## config.mk

```make
export PLATFORM = sky130hd
export DESIGN_NAME = alu_chk_sat_counter
export DESIGN_NICKNAME = d
export VERILOG_FILES = /design/src/rtl/alu_chk_sat_counter.sv
export SDC_FILE = /design/constraint.sdc
export NUM_CORES = 1
export LEC_CHECK = 0
export CAP_MARGIN = 5
export CORE_MARGIN = 8
export CORE_UTILIZATION = 40
export DETAILED_ROUTE_END_ITERATION = 6
export PLACE_DENSITY = 0.66
export SYNTH_ARGS = -nofsm -noshare
export SYNTH_HDL_FRONTEND = slang
export SYNTH_SLANG_ARGS = --single-unit
```

## constraint.sdc

```tcl
create_clock -name clk -period 2.3 [get_ports clk]
set_input_delay 0.575 -clock clk [delete_from_list [all_inputs] [get_ports clk]]
set_output_delay 0.575 -clock clk [all_outputs]
set_load 0.01 [all_outputs]
```

## src/rtl/alu_chk_sat_counter.sv

```systemverilog
// Saturating up-counter; a clear and an increment in the same cycle yields 1.
module alu_chk_sat_counter #(
  parameter int unsigned W = 16
) (
  input  logic         clk,
  input  logic         reset_n,
  input  logic         inc,
  input  logic         clr,
  output logic [W-1:0] count
);

  always_ff @(posedge clk or negedge reset_n) begin
    if (!reset_n) begin
      count <= '0;
    end else if (clr) begin
      count <= inc ? W'(1) : '0;
    end else if (inc && (count != '1)) begin
      count <= count + W'(1);
    end
  end

endmodule

```

Word-level counts from Yosys, hierarchy flattened
Cells that the tools add are included.
- input port bits: 4
- register bits after elaboration: 16
- output and inout port bits: 16
- add/subtract/negate cells: 1
- muxes and demuxes: 3
- equality and inequality tests: 1
- reductions and logical operators: 2
- operators with widths (cell ; number):
    16-bit 2-to-1 mux ; 2
    16-bit by 1-bit adder with 16-bit output (second input constant) ; 1
    16-bit inequality test (second input constant) ; 1
    2-bit nonzero test ; 1
    1-bit logical AND ; 1
    1-bit 2-to-1 mux ; 1

Logic depth before layout (Yosys ltp)
Gate-level depths: netlist of run 1.
- depth in word-level cells: 4
- mapped depth: 6
- mapped depth without buffers: 5

Worst setup path before layout of run 1
No wires, ideal clock.
- kind: register to register
- from: register count[0]
- to: register count[6]
- clock period less this slack: 1.840 ns
- library setup time: 0.127 ns
- stages on the path, launching flop included: 6
- path buffers: 0
- setup slack: 0.460 ns
- required time: 2.173 ns
- arrival: 1.713 ns
- path through: dfrtp_1 -> ha_1 -> inv_1 -> or4_1 -> nand3_1 -> mux2_1
- cells in the longest elaborated chain, start to end: 3
- elaborated cells on any way between the ends: 6
- those cells by class: add/sub: 1; eq/ne: 1; mux: 2; reduce/logical: 2
- ends and longest elaborated chain (element ; line ; source):
    from (decl) ; 9 ; output logic [W-1:0] count
    from (signal assigned) ; 16 ; count <= inc ? W'(1) : '0;
    from (signal assigned) ; 18 ; count <= count + W'(1);
    16-bit by 1-bit adder with 16-bit output or 16-bit inequality test (tied branches) ; 18, 17 ;
    16-bit 2-to-1 mux or 1-bit logical AND (tied branches) ; 17 ; end else if (inc && (count != '1)) begin
    16-bit 2-to-1 mux or 2-bit nonzero test (tied branches) ; n/a ;
Several ways; a longest one is shown, not always the timed one. The select of a mux whose other input is x is not followed.
A chain may end at the register's enable or synchronous reset.

Worst setup path in the final report of run 1
- from: register count[3]
- to: output port count[3]
No word-level cell between the ends.

==> run summary, run 1 <==
Status - finished, final reports clean
CTS clk-pin slew, worst paths - 0.10 ns
Layout Skew - 0.00336 ns
Largest net degree at the start of global routing - 22
Number of max-cap violations - 0
Die area - 0.00422 sq mm
Worst path max stage delay - 0.59 ns
Slowest CP cell - clkdlybuf4s50_1
Layout cell share with drive strength beyond 1 - 15.1%
Largest cells by area after synthesis - dfrtp_1 (42%), nor2_1 (4.7%), mux2_2 (3.5%)
Synth Area in Compound Gates - 14.9%
NumNets Final - 132
First-pass GRT wire length - 4.01 mm
Total Wirelength - 2.29 mm
Worst path cell trace - clkdlybuf4s50_1
IO buf count - 19
DRT Pass-1 Iters - 4
NetSw - 132 uW
# diodes - 0
Number of post-CTS setup repair buffers - 0
Final GP Congestion - 0.769
Crit Path Class - reg2out
# H-tree levels - 1
Commonest non-fill, non-tap cell in the layout - clkdlybuf4s50_1
Die height - 65.0 microns
Worst slew pin tran - 0.517 ns
Wire length per cell - 14.8 microns
Vias - 902
DRC errors left - 0
Fin crit share - 84.8%
Filler cell count - 210
Async S/R FF share, synth - 100%
Ys Warns - 0
Finish-stage setup viols - 0
Setup ws final - 0.349 ns
LEAKAGE - 0.000468 uW
Area fraction in and, or, nand and nor cells after synthesis - 31.8%
Final HPWL DP - 1.67 mm
Max VDD drop - 0.258 mV
Internal Power - 407 uW
TritonCTS Buffers - 3
Adder-Cell Fraction of Synth Area - 1.30%
Worst-path fanout max - 6
Max frequency - 513 MHz
Synth-to-Final Area Change - 29.3%
Via/cell ratio - 5.86
Largest registers - count: 16 flops
PwrDens - 434 mW/mm^2
FF+latch count, synth - 16
Design Power - 539 uW
WP data arrival - 1.38 ns
Endpoint class of the critical path - primary output
Max Buffers Root-to-Sink - 2
Num rows - 17
Net count after synthesis - 107
CTS Root Cell - clkbuf_4
Distinct cells, synth - 39
Final ANT Viol Nets - 0
Mapped Avg Cell Area - 9.41 sq um
Top-area cell type share of the netlist area - 41.7%
Gate Count Post-Synth - 102
Final max-slew violation count - 0
Multiplexer share of the synthesized area - 5.74%
Worst skew pair latency - 0.29 ns
Number of synthesized flops with an enable pin - 0
Sw Share - 24.5%
Combinational family with the most area after synthesis - simple AND/OR/NAND/NOR gates
Top reg by flops - count
Yosys top cell by area - dfrtp_1
Vias in the first global route - 913
Hold crit path type - reg2reg
Post-layout util - 55.6%
Rel. slew slack - 65.3%
TritonCTS clock tree - yes
Gr ovfl total - 0
Total negative setup slack - 0 ns
Commonest cells after routing, fill and taps aside - clkdlybuf4s50_1 (19), dfrtp_1 (16), nor2_1 (12)
IO Pins - 20
RSZ-0062 raised after global routing - no
Place WS - 0.124 ns
CP delay by family, top - buffers and inverters
Synth Flop Type - dfrtp_1
WP buf/inv - 1
Startpoint types - flip-flop
Post-CTS Hold Buffers - 0
Gr usage total - 11.7%
Post-CTS sizing - 0
Clock Sinks - 16
Post-layout min period - 1.95 ns
Seq/Total Area, Yosys - 41.7%
Antenna violations before repair - 0
Die Width - 65.0 microns
Initial DRC Count - 43
Fin. Hold Viols - 0
Core area - 0.00223 sq mm
Critical Path RT - 1.73 ns
WHS - 0.526 ns
Max FFs per register - 16
Combinational Power Share - 9.7%
Sequential Power Share - 54.4%
Clock power share - 35.9%
Post-Syn Area - 960 sq um
Synth Area in XOR/XNOR - 0%
Initial Util - 43.0%
==> per-layer routing <==
metal  GRT usage, %  wire [microns]  vias to the layer above
li1               -               -                      438
met1           12.6             997                      435
met2           20.4            1080                       24
met3           4.12             165                        5
met4           4.90              40                        0
met5              0               0                        -
==> Yosys cell counts, drive strengths merged, types with 4 or more instances <==
| cell type | number |
|---|---|
| buf | 4 |
| nand2 | 5 |
| mux2 | 4 |
| nor4 | 4 |
| a21oi | 6 |
| nand4 | 5 |
| dfrtp | 16 |
| nand3 | 6 |
| nor2 | 12 |
| nor3 | 5 |
| inv | 5 |
==> cell families after synthesis <==
family,Yosys count
buf+inv,10
mux,5
flops,16
compound gates,20
fa+ha+maj,1
simple gates,50
==> metrics by stage <==
step                      area (sq um)  instances
after detailed placement          1200        150
after floorplan                    960        102
after global placement            1200        150
after global routing              1240        154
after CTS                         1240        154
final                             1240        154
==> power groups by stage <==
stage	sequential (uW)	clock [uW]	combinational, uW
global placement	298	0	52.1
detailed placement	299	0	53.2
global route	294	203	60.1
floorplan	299	0	21.2
finish	293	193	52.1
CTS	293	198	53.3
==> layout make-up <==
| type | count | area [sq um] | share of cell area, % |
|---|---|---|---|
| Sequential cell | 16 | 400 | 32.3 |
| Timing Repair Buffer | 25 | 235 | 19.0 |
| Multi-Input combinational cell | 76 | 515 | 41.5 |
| Clock buffer | 4 | 36.3 | 2.92 |
| Inverter | 5 | 18.8 | 1.51 |
| Tap cell | 28 | 35.0 | 2.82 |
==> worst paths after layout <==
kind / start / endpoint / slack [ns] / cells after the start
hold / removal: count[7] / count[7] / 0.53 / 1
setup reg to reg: count[0] / count[6] / 0.49 / 5
setup / recovery: count[3] / count[3] / 0.35 / 1
min in group asynchronous: reset_n / count[3] / 0.60 / 2
max in group asynchronous: reset_n / count[11] / 1.51 / 2
hold reg to reg: count[7] / count[7] / 0.53 / 1
Power figures use the tool's default switching activity.
==> run 2, diff against run 1 <==
==> constraint.sdc (replaced) <==
create_clock -name clk -period 1.99 [get_ports clk]
set_input_delay 0.4975 -clock clk [delete_from_list [all_inputs] [get_ports clk]]
set_output_delay 0.4975 -clock clk [all_outputs]
set_load 0.01 [all_outputs]
==> run 2 against run 1 <==
Against the previous run: global-route usage up 0.079 points; via count up 1.2%; clock skew down 0.0027 ns; sequential share of layout area down 0.95 points; cell area up 3.0%; non-clock buffer count up 5; setup slack worse by 0.24 ns; register-to-register slack worse by 0.29 ns; count of clock-buffer cells in the layout unchanged; core utilization up 1.7 points; critical endpoint is now count[2]; largest cell class unchanged; largest power group unchanged.
==> run summary, run 2 (synthesis gave the netlist of run 1 again) <==
Status - finished, final reports clean
DRC errors left - 0
TritonCTS Buffers - 3
Synth-to-Final Area Change - 33.2%
CP delay by family, top - buffers and inverters
Endpoint class of the critical path - primary output
Antenna violations before repair - 0
Worst path max stage delay - 0.59 ns
Die area - 0.00422 sq mm
Worst slew pin tran - 0.523 ns
WP buf/inv - 1
Initial Util - 43.0%
RSZ-0062 raised after global routing - no
Startpoint types - flip-flop
Finish-stage setup viols - 0
LEAKAGE - 0.000492 uW
Layout Skew - 0.000681 ns
Via/cell ratio - 5.74
Slowest CP cell - clkdlybuf4s50_1
Post-CTS Hold Buffers - 0
Final instance area - 0.00128 sq mm
Final ANT Viol Nets - 0
Clock Sinks - 16
GR met1 Demand/Resource - 14.8%
Largest registers - count: 16 flops
Placed insts - 155
NumNets Final - 137
Hold crit path type - in2async
Non-filler cells, final - 159
Vias in the first global route - 875
Max FFs per register - 16
Num rows - 17
WP data arrival - 1.39 ns
CTS clk-pin slew, worst paths - 0.10 ns
Worst path cell trace - clkdlybuf4s50_1
Number of post-CTS setup repair buffers - 0
IO Pins - 20
Filler cell count - 215
Crit Path Class - reg2out
Commonest non-fill, non-tap cell in the layout - clkdlybuf4s50_1
Total Wirelength - 2.41 mm
Gr usage total - 11.8%
Max VDD drop - 0.314 mV
# H-tree levels - 1
Final GP Congestion - 0.820
Critical Path RT - 1.49 ns
Final HPWL DP - 1.77 mm
Rel. slew slack - 64.8%
GR Layer Usage met2 - 18.3%
Worst-path fanout max - 7
CTS Root Cell - clkbuf_4
Fin. Hold Viols - 0
Core area - 0.00223 sq mm
Final max-slew violation count - 0
Die height - 65.0 microns
# diodes - 0
Layout cell share with drive strength beyond 1 - 18.3%
Commonest cells after routing, fill and taps aside - clkdlybuf4s50_1 (19), dfrtp_1 (16), nor2_1 (12)
Vias - 913
Post-layout min period - 1.88 ns
PwrDens - 494 mW/mm^2
Met3 Use GR - 3.61%
Wire length per cell - 15.2 microns
Die Width - 65.0 microns
Fin crit share - 94.6%
IO buf count - 19
Design Power - 632 uW
GR peak layer - met2
Max frequency - 531 MHz
Worst skew pair latency - 0.30 ns
DRT Pass-1 Iters - 4
Max Buffers Root-to-Sink - 2
Post-CTS sizing - 0
Gr ovfl total - 0
First-pass GRT wire length - 4.02 mm
Number of max-cap violations - 0
TritonCTS clock tree - yes
Initial DRC Count - 59
Largest net degree at the start of global routing - 19
Top reg by flops - count
Placed cell area - 0.00124 sq mm
[run 2: cell types whose count changed in the layout (fill, tap and decap cells not counted), sizes merged]
cell and change:
buf +5
[run 2: through the flow]
step | TNS, ns | hold WS, ns | utilization, % | setup WS [ns]
3_5_place_dp | -0.405 | 0.525 | 55.6 | -0.112
3_3_place_gp | -0.310 | 0.514 | 55.6 | -0.0791
4_1_cts | 0 | 0.519 | 57.3 | 0.0845
2_1_floorplan | 0 | 0.202 | - | 0.150
6_report | 0 | 0.516 | 57.3 | 0.107
5_1_grt | 0 | 0.530 | 57.3 | 0.0436
[run 2: path summary, 6_finish.rpt]
| path | startpoint | to | slack, ns | cells past startpoint |
|---|---|---|---|---|
| min | reset_n | count[0] | 0.52 | 2 |
| min reg2reg | count[7] | count[7] | 0.53 | 1 |
| max reg2reg | count[1] | count[6] | 0.20 | 5 |
| min in group clk | count[7] | count[7] | 0.53 | 1 |
| max | count[2] | count[2] | 0.11 | 1 |
| max in group asynchronous | reset_n | count[8] | 1.29 | 2 |
[run 2: worst register-to-register path, delay by kind of cell (launching register included)]
family / cells / cell delay [ns]
flip-flops: 1 / 0.42
buffers and inverters: 1 / 0.07
AND/OR/NAND/NOR: 2 / 0.67
adder cells (fa/ha/maj): 1 / 0.19
multiplexers: 1 / 0.33
[run 2: where the power goes]
group,switching (uW),internal (uW)
Combinational,36.4,33.5
Clock,114,112
Sequential,6.16,330
[run 2: area by class of cell]
type / count / area [sq um] / area share (%)
well taps: 28 / 35.0 / 2.74
inverters: 5 / 18.8 / 1.47
clock buffers: 4 / 36.3 / 2.84
repair buffers: 30 / 273 / 21.3
flip-flops and latches: 16 / 400 / 31.3
multi-input cells: 76 / 515 / 40.3
[run 2: routing by layer]
metal | routed length, microns | part of all wire, % | vias to the layer above
li1 | - | - | 445
met5 | 0 | 0 | -
met2 | 1130 | 47 | 25
met3 | 162 | 6.7 | 3
met1 | 1080 | 45 | 440
met4 | 31 | 1.3 | 0
==> run 3, diff against run 2 <==
--- a/config.mk
+++ b/config.mk
@@ -13,3 +13,4 @@
 export SYNTH_ARGS = -nofsm -noshare
 export SYNTH_HDL_FRONTEND = slang
 export SYNTH_SLANG_ARGS = --single-unit
+export TNS_END_PERCENT = 50
==> results of run 3 <==
The final DEF is identical to that of run 2; final timing and power are the same.
